===== src/rtl/down_counter.sv =====
// Loadable down-counter / countdown timer with one-shot and auto-reload modes.
// Terminal count fires on the 1->0 (or 1->reload) edge; all outputs are registered.
module down_counter #(
  parameter int BUS_WIDTH = 8
) (
  input  logic                 clk,
  input  logic                 rst,
  input  logic                 st,
  input  logic [BUS_WIDTH-1:0] X,
  input  logic                 en,
  input  logic                 auto,
  output logic [BUS_WIDTH-1:0] o,
  output logic                 tc,
  output logic                 busy,
  output logic                 done
);

  localparam logic [1:0] IDLE = 2'd0;
  localparam logic [1:0] RUN  = 2'd1;
  localparam logic [1:0] DONE = 2'd2;

  localparam logic [BUS_WIDTH-1:0] ZERO = '0;
  localparam logic [BUS_WIDTH-1:0] ONE  = BUS_WIDTH'(1);

  logic [1:0]           state_r;
  logic [1:0]           state_s;
  logic [BUS_WIDTH-1:0] reload_r;
  logic [BUS_WIDTH-1:0] reload_s;
  logic [BUS_WIDTH-1:0] count_s;
  logic                 tc_s;
  logic                 done_s;

  // Next-state decode; a load strobe overrides counting and terminal count.
  always_comb begin
    state_s  = state_r;
    reload_s = reload_r;
    count_s  = o;
    tc_s     = 1'b0;
    done_s   = done;
    if (st) begin
      reload_s = X;
      done_s   = 1'b0;
      if (X != ZERO) begin
        count_s = X;
        state_s = RUN;
      end else begin
        count_s = ZERO;
        state_s = IDLE;
      end
    end else begin
      case (state_r)
        IDLE: begin
          state_s = IDLE;
        end
        RUN: begin
          if (en) begin
            if (o == ONE) begin
              tc_s = 1'b1;
              if (auto) begin
                count_s = reload_r;
              end else begin
                count_s = ZERO;
                state_s = DONE;
                done_s  = 1'b1;
              end
            end else begin
              count_s = o - ONE;
            end
          end else begin
            count_s = o;
          end
        end
        DONE: begin
          count_s = ZERO;
          done_s  = 1'b1;
        end
        default: begin
          state_s = IDLE;
          count_s = ZERO;
          done_s  = 1'b0;
        end
      endcase
    end
  end

  // State and output registers; busy is registered alongside the state it decodes.
  always_ff @(posedge clk or posedge rst) begin
    if (rst) begin
      state_r  <= IDLE;
      reload_r <= ZERO;
      o        <= ZERO;
      tc       <= 1'b0;
      busy     <= 1'b0;
      done     <= 1'b0;
    end else begin
      state_r  <= state_s;
      reload_r <= reload_s;
      o        <= count_s;
      tc       <= tc_s;
      busy     <= (state_s == RUN);
      done     <= done_s;
    end
  end

endmodule


===== config.mk =====
export PLATFORM = sky130hd
export DESIGN_NAME = down_counter
export DESIGN_NICKNAME = d
export VERILOG_FILES = /design/src/rtl/down_counter.sv
export SDC_FILE = /design/constraint.sdc
export NUM_CORES = 1
export LEC_CHECK = 0
export CORE_UTILIZATION = 46
export CTS_CLUSTER_SIZE = 16
export DETAILED_ROUTE_END_ITERATION = 10
export PLACE_DENSITY = 0.74
export SLEW_MARGIN = 20
export SYNTH_ARGS = -nofsm -noshare
export SYNTH_HDL_FRONTEND = slang
export SYNTH_SLANG_ARGS = --single-unit

===== constraint.sdc =====
create_clock -name clk -period 1.6 [get_ports clk]
set_input_delay 0.16 -clock clk [delete_from_list [all_inputs] [get_ports clk]]
set_output_delay 0.16 -clock clk [all_outputs]
set_load 0.005 [all_outputs]

Yosys cells after proc, flatten, opt, wreduce, memory -nomap -nowiden
Index checks and enable logic that the tools add are counted.
{"block": "totals", "inputBits": 13, "ff_bits": 21}
{"block": "op_classes", "n_eq_ne": 8, "addsub": 1, "n_mux": 21, "n_reduce_logical": 4}
{"cell": "2-to-1 mux 8 bit", "n": 5}
{"cell": "one-hot mux 8 bit (2 select lines)", "n": 1}
{"cell": "2-to-1 mux 1 bit", "n": 9}
{"cell": "inequality test 3 bit, second input constant", "n": 3}
{"cell": "== test 8 x 1 -> 1 bit, second input constant", "n": 1}
{"cell": "2-to-1 mux 2 bit", "n": 4}
{"cell": "nonzero test 8 bit", "n": 1}
{"cell": "subtractor 8 x 1 -> 8 bit, second input constant", "n": 1}
{"cell": "== test 2 x 1 -> 1 bit, second input constant", "n": 2}
{"cell": "one-hot mux 2 bit (2 select lines)", "n": 1}
{"cell": "AND reduction 4 bit", "n": 1}
{"cell": "one-hot mux 1 bit (3 select lines)", "n": 1}
{"cell": "== test 2 bit, second input constant", "n": 1}
{"cell": "zero test 2 bit", "n": 1}
{"cell": "inequality test 2 bit, second input constant", "n": 1}
{"cell": "AND reduction 2 bit", "n": 1}

Longest topological paths before layout
{"block": "depth", "depth_word": 6, "depth_mapped": 7, "mapped_depth_nobuf": 6}

Worst setup path after synthesis
No wires, ideal clock.
{"block": "synth_timing", "kind": "register to register", "from": "register state_r[0]", "to": "register o[6]", "synth_period_minus_slack_ns": 1.758, "n_path_buf": 0, "t_arrival_ns": 1.671, "stages_incl_launch_ff": 6, "t_required_ns": 1.513, "setup_ns": 0.087, "setup_slack_ns": -0.158, "cell_sequence": "dfrtp_1 ha_1 nor2b_1 or4b_1 a211o_1 o211ai_1"}
{"block": "synth_between", "elab_chain_cells": 3, "elab_cells_between_ends": 7, "classes_between": "eq/ne (3); mux (2); reduce/logical (2)"}
{"element": "start: declaration", "line": "25", "text": "logic [1:0] state_r;"}
{"element": "start signal: assignment", "line": "96", "text": "state_r <= state_s;"}
{"element": "== test 2 x 1 -> 1 bit or zero test 2 bit (tied branches)", "line": "51", "text": "case (state_r)"}
{"element": "one-hot mux 8 bit (2 select lines) (tied with other cells)", "line": "51"}
{"element": "2-to-1 mux 8 bit or AND reduction 2 bit (tied branches)"}
{"element": "end signal: assignment", "line": "98", "text": "o <= count_s;"}
{"element": "end: declaration", "line": "12", "text": "output logic [BUS_WIDTH-1:0] o,"}
Several ways; a longest one is shown, not always the timed one.
A chain may end at the register's enable or synchronous reset.

Final worst setup path
Same ends and word-level chain as after synthesis.

==> results.md <==
- DIE HEIGHT: 55.4 um
- Buffers on Ports: 23
- Initial Util: 48.0%
- Synth cell count leaders: 21 x dfrtp_1, 15 x nand2_1, 13 x inv_1, 13 x o21ai_0, 7 x nor2_1
- CP Data Arrival Time: 2.01 ns
- Worst reg2reg endpoint: o[6]
- Avg Synthesized Cell Area: 9.38 um2
- Leak: 0.910 nW
- Max VDD drop: 0.692 mV
- Largest cells by area after synthesis: dfrtp_1 40%, o21ai_0 5.0%, ha_1 4.8%
- Count leader, synth: dfrtp_1
- Max Fclk: 569 MHz
- Slew @ Worst Pin: 0.375 ns
- Fin Clk Skew: 0.00595 ns
- Hold-fix buffers, CTS: 0
- Worst min path class: primary input to asynchronous set/reset pin
- Reg2reg start: state_r[0]
- Pre-antenna DRT Iters: 4
- Die area: 0.00307 mm2
- Violated checks: negative setup slack
- Post-synthesis register bit count: 21
- Max cap viols: 0
- CTS root buf: clkbuf_4
- Row cnt: 19
- Fin. Hold Viols: 0
- Aggregate global-route resource usage: 27.3%
- Slew Viols, Final: 0
- Syn Nets: 158
- DR iter-0 viols: 57
- Warnings from Yosys: 0
- Initial antenna violation count: 0
- Latest clock arrival within the worst-skew pair: 0.33 ns
- Number of global-route vias before repair: 1467
- Setup ws final: -0.158 ns
- Layout cells sized above 1: 41.3%
- Final nets: 227
- Htree depth: 1
- Status: finished with violations
- Final setup viols: 9
- Number of fill cells: 184
- Period utilisation layout: 110%
- Post-synth ARST share: 100%
- Fin crit period: 1.76 ns
- First-pass GRT wire length: 6.51 mm
- Max-slew headroom: 74.8%
- Sequential cell area: 528 um2
- Final wirelength: 4.36 mm
- Dpl hpwl: 2.70 mm
- Register-to-register setup slack: -0.16 ns
- Synth Cell Area: 0.00131 mm2
- Largest net degree at the start of global routing: 22
- Post-synth top area cell: dfrtp_1
- Via density: 5.95
- Tot Pwr: 1.58 mW
- Share of the synthesized area in the top cell type: 40.0%
- Critical path fanouts, max: 3
- Mapped Cells: 140
- Final TNS setup: -0.560 ns
- Post-DRT Antenna Nets: 0
- Clk slew on worst S/H paths: 0.12 ns
- Area of the core: 0.00273 mm2
- Detailed-route DRC error count: 0
- Ant diodes: 0
- WL per Instance: 18.2 um
- Vias: 1422
- Crit path kind: flop to flop
- Distinct cells, synth: 46
- TritonCTS clock tree: yes
- Area Overhead vs Synth: 57.4%
- Main synth FF type: dfrtp_1
- WP data required: 1.85 ns
- Num CTS Buffers: 3
- Register area share after synthesis: 40.0%
- Final GP Congestion: 0.897
- Post-synth EDFFs: 0
- Clock sink count: 21
- R2R depth: 5
- Die Span X: 55.4 um
- Area after DPL: 0.00182 mm2
- Crit end category: flop
- Clock Path Buffers: 2
- Crit path launch: state_r[0]
- Final instance area: 0.00207 mm2
- Num ports: 24
- Pwr dens: 767 mW/mm2
- Area of the multi-input gates: 823 um2
- CP startpoint kind: flop
- RSZ-0062 raised after global routing: true
- Grt ovf: 0
==> critical path, cell delays in order, from the launching register on <==
cell      delay [ns]
dfrtp_1         0.44
ha_4            0.18
nor2b_4         0.12
or4b_4          0.51
a211o_1         0.26
o211ai_1        0.17
==> state kept, by name, indices dropped and copies added, names as in the netlist <==
signal    flops
o             8
reload_r      8
state_r       2
busy          1
done          1
tc            1
==> layout make-up <==
type / instances / area share (%)
multi-input combinational: 101 / 39.9
timing repair buffer: 69 / 29.1
sequential: 21 / 25.6
inverter: 13 / 2.36
tap: 31 / 1.88
clock buffer: 4 / 1.27
==> where the power goes <==
part	switching (mW)	leakage, nW	internal (mW)
registers	0.0556	0.257	0.587
clock network	0.176	0.0150	0.0980
logic	0.298	0.639	0.370
total	0.529	0.910	1.06
==> what timing repair did <==
action	in CTS	in global routing
cloned	1	0
pin swaps	13	2
setup buffers	3	6
gates resized for setup	26	12
endpoints found under the setup margin	12	14
==> cell usage in the layout, fill, tap and decap left out, types with 3 or more instances in the layout <==
master / instances
a31oi_1: 5
dfrtp_1: 19
o21ai_1: 4
inv_2: 3
a21oi_1: 3
nand2_1: 15
o21ai_0: 10
inv_1: 10
buf_4: 40
nor2_1: 7
buf_6: 6
clkbuf_4: 3
o211ai_1: 4
clkdlybuf4s50_1: 22
==> layer usage <==
| layer | track usage, % | part of all wire (%) | vias up | wire (um) |
|---|---|---|---|---|
| met1 | 31.0 | 40 | 691 | 1750 |
| met2 | 46.0 | 50 | 63 | 2190 |
| met5 | 0 | 0 | - | 0 |
| met4 | 18.9 | 4.4 | 0 | 191 |
| li1 | - | - | 644 | - |
| met3 | 5.15 | 5.2 | 24 | 227 |
==> logic make-up (layout without fill, tap and decap cells) <==
family / after synthesis / count (layout) / share of synthesized area [%]
compound gates: 41 / 41 / 21.0
xor+xnor: 1 / 1 / 0.667
fa+ha+maj: 5 / 5 / 4.77
buf+inv: 19 / 86 / 7.63
flops: 21 / 21 / 40.0
mux: 3 / 3 / 2.76
simple gates: 50 / 51 / 23.2
==> metrics by stage <==
| step | utilization (%) | hold WS (ns) | setup slack [ns] | cells |
|---|---|---|---|---|
| 4_1_cts | 72.3 | 0.168 | -0.104 | 233 |
| 6_report | 75.6 | 0.142 | -0.158 | 239 |
| 2_1_floorplan | - | 0.137 | -0.0678 | 140 |
| 3_5_place_dp | 66.6 | 0.507 | -0.153 | 225 |
| 3_3_place_gp | 66.6 | 0.503 | -0.115 | 225 |
| 5_1_grt | 75.6 | 0.172 | -0.227 | 239 |
==> how the worst max path moves through the flow <==
stage / to / depth (start not counted)
final: o[6] / 5
after global routing: o[6] / 5
after CTS: o[6] / 5
after detailed placement: o[5] / 5
after global placement: o[6] / 5
after floorplan: o[6] / 6
(Power assumes the default switching activity.)
